[config.mk]
export PLATFORM = sky130hd
export DESIGN_NAME = blue_player_hit_ctrl
export DESIGN_NICKNAME = d
export VERILOG_FILES = /design/src/rtl/blue_player_hit_ctrl.sv
export SDC_FILE = /design/constraint.sdc
export NUM_CORES = 1
export LEC_CHECK = 0
export ABC_CLOCK_PERIOD_IN_PS = 2100
export CAP_MARGIN = 40
export CORE_ASPECT_RATIO = 0.9
export CORE_MARGIN = 2
export CORE_UTILIZATION = 55
export CTS_CLUSTER_SIZE = 30
export DETAILED_ROUTE_END_ITERATION = 16
export DONT_BUFFER_PORTS = 1
export PLACE_DENSITY = 0.69
export SLEW_MARGIN = 20
export SYNTH_ARGS = -nofsm -noshare
export SYNTH_HDL_FRONTEND = slang
export SYNTH_SLANG_ARGS = --single-unit
[constraint.sdc]
create_clock -name clk -period 2.1 [get_ports clk]
set_clock_uncertainty 0.05 [all_clocks]
set_input_delay 0.42 -clock clk [delete_from_list [all_inputs] [get_ports clk]]
set_output_delay 0.42 -clock clk [all_outputs]
set_load 0.05 [all_outputs]
[src/rtl/blue_player_hit_ctrl.sv]
// Blue player hit controller: per-frame blast collision, lives, invulnerability.
// Ports: clk, resetN, startOfFrame, OneSecPulse, player_DR, blast_DR,
//        score_reset -> lives_left, player_hit, invulnerable,
//        player_visible, game_over.
module blue_player_hit_ctrl #(
    parameter int STARTING_LIVES = 3,
    parameter int INVULN_SECONDS = 3,
    parameter int BLINK_FRAMES   = 4
) (
    input  logic       clk,
    input  logic       resetN,
    input  logic       startOfFrame,
    input  logic       OneSecPulse,
    input  logic       player_DR,
    input  logic       blast_DR,
    input  logic       score_reset,
    output logic [2:0] lives_left,
    output logic       player_hit,
    output logic       invulnerable,
    output logic       player_visible,
    output logic       game_over
);

    typedef enum logic [1:0] {
        ALIVE  = 2'd0,
        INVULN = 2'd1,
        DEAD   = 2'd2
    } state_t;

    localparam logic [2:0] LIVES_INIT = 3'(STARTING_LIVES);
    localparam logic [3:0] SEC_LAST   = 4'(INVULN_SECONDS - 1);
    localparam logic [3:0] BLINK_LAST = 4'(BLINK_FRAMES - 1);

    state_t     r_state, w_state_n;
    logic [2:0] r_lives, w_lives_n;
    logic       r_hit, w_hit_n;
    logic       r_visible, w_visible_n;
    logic       r_pending, w_pending_n;
    logic [3:0] r_sec, w_sec_n;
    logic [3:0] r_frame, w_frame_n;
    logic       w_overlap;
    logic       w_frame_hit;

    assign w_overlap   = player_DR & blast_DR;
    // The overlap on the SOF pixel itself still belongs to the ending frame.
    assign w_frame_hit = r_pending | w_overlap;

    always_ff @(posedge clk or negedge resetN) begin
        if (!resetN) begin
            r_state   <= ALIVE;
            r_lives   <= LIVES_INIT;
            r_hit     <= 1'b0;
            r_visible <= 1'b1;
            r_pending <= 1'b0;
            r_sec     <= 4'd0;
            r_frame   <= 4'd0;
        end else begin
            r_state   <= w_state_n;
            r_lives   <= w_lives_n;
            r_hit     <= w_hit_n;
            r_visible <= w_visible_n;
            r_pending <= w_pending_n;
            r_sec     <= w_sec_n;
            r_frame   <= w_frame_n;
        end
    end

    always_comb begin
        w_state_n   = r_state;
        w_lives_n   = r_lives;
        w_hit_n     = 1'b0;
        w_visible_n = r_visible;
        w_pending_n = r_pending;
        w_sec_n     = r_sec;
        w_frame_n   = r_frame;
        if (score_reset) begin
            w_state_n   = ALIVE;
            w_lives_n   = LIVES_INIT;
            w_visible_n = 1'b1;
            w_pending_n = 1'b0;
            w_sec_n     = 4'd0;
            w_frame_n   = 4'd0;
        end else begin
            unique case (r_state)
                ALIVE: begin
                    if (startOfFrame) begin
                        w_pending_n = 1'b0;
                        if (w_frame_hit) begin
                            w_hit_n   = 1'b1;
                            w_lives_n = r_lives - 3'd1;
                            if (r_lives <= 3'd1) begin
                                w_state_n   = DEAD;
                                w_lives_n   = 3'd0;
                                w_visible_n = 1'b0;
                            end else begin
                                w_state_n   = INVULN;
                                w_sec_n     = 4'd0;
                                w_frame_n   = 4'd0;
                                w_visible_n = 1'b0;
                            end
                        end
                    end else if (w_overlap) begin
                        w_pending_n = 1'b1;
                    end
                end
                INVULN: begin
                    w_pending_n = 1'b0;
                    if (OneSecPulse) begin
                        w_sec_n = r_sec + 4'd1;
                    end
                    if (startOfFrame) begin
                        if (r_frame == BLINK_LAST) begin
                            w_frame_n   = 4'd0;
                            w_visible_n = ~r_visible;
                        end else begin
                            w_frame_n = r_frame + 4'd1;
                        end
                    end
                    // Leaving the window wins over a same-cycle blink toggle.
                    if (OneSecPulse && (r_sec == SEC_LAST)) begin
                        w_state_n   = ALIVE;
                        w_visible_n = 1'b1;
                    end
                end
                DEAD: begin
                    w_lives_n   = 3'd0;
                    w_visible_n = 1'b0;
                    w_pending_n = 1'b0;
                end
                default: begin
                    w_state_n = ALIVE;
                end
            endcase
        end
    end

    assign lives_left     = r_lives;
    assign player_hit     = r_hit;
    assign invulnerable   = (r_state == INVULN);
    assign player_visible = r_visible;
    assign game_over      = (r_state == DEAD);

endmodule
## Yosys cells after proc, flatten, opt, wreduce, memory -nomap -nowiden

Index checks and enable logic that the tools add are counted.

- Word-level logic and storage cells: 77
- Output and inout port bits: 7
- Flip-flop bits (word level): 16

- Eq/ne operators: 14
- $lt $le $gt $ge: 1
- Add/subtract/negate cells: 3
- Bitwise gates (word level): 3
- Reduce and logical (&&, ||, !) cells: 13
- Muxes and demuxes: 36

Operators by type and width:

| kind | count |
|---|---|
| $mux 4 | 8 |
| $pmux 4 s2 | 2 |
| $ne 3x3->1 const B | 5 |
| $reduce_and 5->1 | 3 |
| $mux 1 | 13 |
| $mux 3 | 4 |
| $mux 2 | 5 |
| $reduce_bool 3->1 | 3 |
| $add 4x1->4 const B | 2 |
| $eq 4x2->1 const B | 2 |
| $pmux 2 s3 | 1 |
| $pmux 3 s2 | 1 |
| $ne 4x2->1 const B | 1 |
| $ne 4x3->1 const B | 1 |
| $ne 4x4->1 const B | 1 |
| $reduce_and 4->1 | 1 |
| $reduce_bool 4->1 | 1 |
| $le 3x1->1 const B | 1 |
| $ne 3x2->1 const B | 1 |
| $pmux 1 s3 | 1 |
| $reduce_and 3->1 | 1 |
| $sub 3x1->3 const B | 1 |
| $eq 2x1->1 const B | 1 |
| $eq 2x2->1 const B | 1 |
| other kinds (9) | 9 |

## Logic depth before layout (Yosys ltp)

- Word-level depth: 6
- Gate-level depth with buffers: 7
- Gate-level depth less buffers: 6

## Worst setup path before layout

OpenSTA, ideal clock, no wires.

- Path type: register to register
- From: reg r_state[1]
- To: reg r_visible (netlist: player_visible)
- Period minus slack after synthesis: 1.943 ns
- Stages on the path, launching flop included: 8
- Arrival time: 1.808 ns
- Slack: 0.157 ns
- Path through: dfrtp_1 -> inv_1 -> ha_1 -> nand2b_1 -> buf_2 -> a211oi_2 -> nor3_2 -> mux2_1

- Longest elaborated chain between the ends: 3
- Elaborated cells between the ends (all ways): 11
- Classes of those cells: eq/ne (6); mux (2); reduce/logical (3)

Ends and longest elaborated chain:

| what | RTL line | source |
|---|---|---|
| start, declared | 34 | `state_t r_state, w_state_n;` |
| start signal, assigned | 58 | `r_state <= w_state_n;` |
| $eq 2x1->1 * | -- |  |
| net invulnerable | 19 | `output logic invulnerable,` |
| $ne 4x2->1 (no source line) (tied with other cells) | -- |  |
| $reduce_and 5->1 (no source line) / $mux 1 (equally long branches) | -- |  |
| end signal, assigned | 61 | `r_visible <= w_visible_n;` |
| end, declared | 37 | `logic r_visible, w_visible_n;` |

Mark *: on every way through the listed nets, which the timed path passes. The rest lies on a longest branch.
A chain may end at the register's enable or synchronous reset.

## Worst setup path in the final report

- From: reg r_state[1]
- To: reg r_frame[2]

- Longest elaborated chain between the ends: 3
- Elaborated cells between the ends (all ways): 10
- Classes of those cells: eq/ne (5); mux (2); reduce/logical (3)

Ends and longest elaborated chain:

| what | RTL line | source |
|---|---|---|
| $eq 2x1->1 / $logic_not 2->1 (equally long branches) | 84 | `unique case (r_state)` |
| $ne 3x3->1 (no source line) (tied with other cells) | -- |  |
| $reduce_and 5->1 (no source line) / $mux 4 (equally long branches) | -- |  |
| end signal, assigned | 64 | `r_frame <= w_frame_n;` |
| end, declared | 40 | `logic [3:0] r_frame, w_frame_n;` |

Several ways; a longest one is shown, not always the timed one.

==> flow_summary_export.csv <==
group,metric,value,unit
power_and_ir_drop,leakage,0.0005212,uW
cts,htreeDepth,1,
worst_setup_path,critPathMaxStageDelay,0.42,ns
global_route,gr-total-overflow,0,
synthesis,synth_top_area_share,30.20,%
timing,period_needed,1.914,ns
die,num_io_pins,14,
placed_design,pre_cts_ws,0.1813,ns
cts,tritoncts,"done",
route,vias,818,
finish,layout.nets,132,
run_status,outcome,"completed",
worst_setup_path,critPathKind,"register to register",
synthesis,synth.most_common_cell,"dfrtp_1",
synthesis,ys_types,44,
placed_design,dp.cells,137,
worst_setup_path,timing.reg2reg.setup_slack,0.19,ns
cts,cts_buffers,3,
synthesis,yosys_most_used_dff,"dfrtp_1",
worst_setup_path,cp_slowest_cell,"dfrtp_1",
cts,postCtsHoldBufs,1,
placed_design,hpwlAfterDp,1.526,mm
finish,diodes,0,
timing,setup_slack,0.1861,ns
run,drv_cap,0,
synthesis,netlist_instances,111,
die,initial_core_util,57.40,%
synthesis,synth-async-reset-ratio,100.0,%
worst_setup_path,crit_arrival,2.05,ns
die,die_h,45.99,um
placed_design,portBuffers,0,
die,num_rows,15,
worst_setup_path,crit_fanout,10,
timing,worst_slew_pin_slew,0.7110,ns
worst_setup_path,cp_cell_sequence,"inv_1 > ha_1 > and3b_1 > a211oi_2 > or2_4 > o21ai_1",
route,ant_nets,0,
cts,cts.path.max_buffers,2,
synthesis,ys_ff_latch,16,
cts,worstSkewPairLatency,0.29,ns
route,avgViaCountPerCell,5.761,
global_route,antenna_found_initial,0,
global_route,grt_pass1_wl,3.332,mm
cts,cts-root-buf,"clkbuf_4",
synthesis,yosys-top-cells-area,"dfrtp_1 (30%), ha_1 (8.1%), dfstp_2 (7.3%)",
worst_setup_path,reg2reg_depth,6,
power_and_ir_drop,vdd_drop_max,1014,uV
synthesis,syn-cell-area,1077,um2
cts,cts.sinks,16,
die,die_area,2329,um2
die,die_w,50.65,um
worst_setup_path,rr_startpoint,"r_state[1]",
synthesis,ys_seq_area_share,37.51,%
finish,drive_gt1_share,24.79,%
timing,relSlewSlack,52.44,%
route,drtIter0Drc,11,
power_and_ir_drop,p_per_area,1221,nW/um2
timing,hold_viol,0,
route,wl_per_cell,13.87,um
global_route,grt_util_all_layers,19.40,%
route,first_pass_iters,4,
global_route,grt_pass1_vias,767,
synthesis,synth_common_cells,"dfrtp_1 (13), inv_1 (11), o21ai_0 (10)",
power_and_ir_drop,power,1421,uW
die,core-area,1877,um2
finish,postLayoutCellArea,1164,um2
timing,max_freq,522.5,MHz
min_path,min_from,"score_reset",
min_path,hold_depth,1,
worst_setup_path,start_kind,"register",
timing,final_max_slew_viol_count,0,
cts,cts_setup_buffers,0,
worst_setup_path,cp_top_family,"simple AND/OR/NAND/NOR gates",
global_route,grt_max_degree,17,
placed_design,dpl_cell_area,1117,um2
timing,finalSetupViolCount,0,
timing,period_share,91.14,%
worst_setup_path,rr_endpoint,"r_frame[2]",
worst_setup_path,worstSetupEndpointType,"register",
synthesis,yosysWarnings,0,
route,drc,0,
synthesis,yosysTopAreaCell,"dfrtp_1",
timing,setup_tns,0,ns
finish,layout.cells.non_filler,142,
worst_setup_path,path_buf_inv,1,
cts,clk_pin_slew,0.10,ns
timing,rsz0062_at_grt,"false",
min_path,min_path_type,"primary input to register",
finish,area_growth,8.014,%
min_path,timing.hold.worst_endpoint,"r_pending",
cts,post_cts_resized,0,
synthesis,synth_nets,125,
synthesis,syn_area_per_cell,9.705,um2
placed_design,routabilityCongestion,0.7364,
route,wl,1.969,mm
synthesis,synth_edf_count,0,
worst_setup_path,worstPathRequired,2.23,ns
-- through the flow --
stage / hold WS (ns) / util (%)
after floorplan: 0.07441 / -
after global placement: 0.07475 / 59.53
after detailed placement: 0.07476 / 59.53
after CTS: 0.1254 / 62.00
after global routing: 0.1220 / 62.00
final: 0.1371 / 62.00
-- per-layer routing --
metal	GRT usage (%)	vias up	routed length (um)
met5	0	-	0
met4	4.865	0	17
met3	5.263	4	110
met2	32.37	16	840
met1	25.25	379	1001
li1	-	419	-
-- state kept, by name, summed over array words and instances, names as in the netlist --
| signal | flops |
|---|---|
| player_visible | 1 |
| lives_left | 3 |
| r_pending | 1 |
| r_frame | 4 |
| r_state | 2 |
| player_hit | 1 |
| r_sec | 4 |
-- area by class of cell --
class | count | area, um2
Sequential cell | 16 | 404.1
Timing Repair Buffer | 6 | 47.55
Fill cell | 168 | 713.2
Inverter | 11 | 41.29
Multi-Input combinational cell | 80 | 603.1
Tap cell | 25 | 31.28
Clock buffer | 4 | 36.28
-- worst reg2reg max path: stages (launching register included) --
cell and delay [ns]:
dfrtp_1 0.42, inv_1 0.08, ha_1 0.40, and3b_1 0.24, a211oi_2 0.35, or2_4 0.20, o21ai_1 0.07
-- logic make-up (layout without fill, tap and decap cells) --
logic type               Yosys count  in the layout  synth area share (%)
AO/OA/AOI/OAI                     34             34                 25.32
flip-flops                        16             16                 37.51
buffers and inverters             15             21                 6.504
multiplexers                       2              2                 2.090
AND/OR/NAND/NOR                   37             37                 20.44
adder cells (fa/ha/maj)            7              7                 8.130
-- placed cells by master, fill, tap and decap left out, drive strengths merged --
| cell | instances |
|---|---|
| dfrtp | 13 |
| o21ai | 13 |
| inv | 11 |
| nor2 | 8 |
| nand2 | 7 |
| ha | 7 |
| buf | 5 |
| o31ai | 5 |
| nor3 | 4 |
| a21oi | 4 |
| clkbuf | 4 |
| nand3 | 3 |
| dfstp | 3 |
| nand3b | 2 |
| nor2b | 2 |
| a211oi | 2 |
| nor3b | 2 |
| a21o | 2 |
| nand2b | 2 |
| a41oi | 2 |
| mux2 | 2 |
| and4bb | 1 |
| o2bb2ai | 1 |
| o41ai | 1 |
| o211a | 1 |
| a221oi | 1 |
| nand4 | 1 |
| and3b | 1 |
| or2 | 1 |
| or3b | 1 |
| and3 | 1 |
| a2bb2oi | 1 |
| o32ai | 1 |
| nor4 | 1 |
| dlygate4sd3 | 1 |
-- how the worst max path moves through the flow --
stage,from,to,cells past startpoint
floorplan,r_state[1],player_visible,7
finish,r_state[1],r_frame[2],6
CTS,r_state[1],r_frame[2],6
global placement,r_state[0],r_frame[0],6
detailed placement,r_state[1],r_frame[2],6
global route,r_state[0],r_frame[2],6
-- power by group --
part | total, uW | switching (uW) | internal [uW]
clock | 209 | 104 | 106
sequential | 538 | 141 | 397
combinational | 674 | 414 | 260
Note: power is estimated with default switching activity, not from simulation.
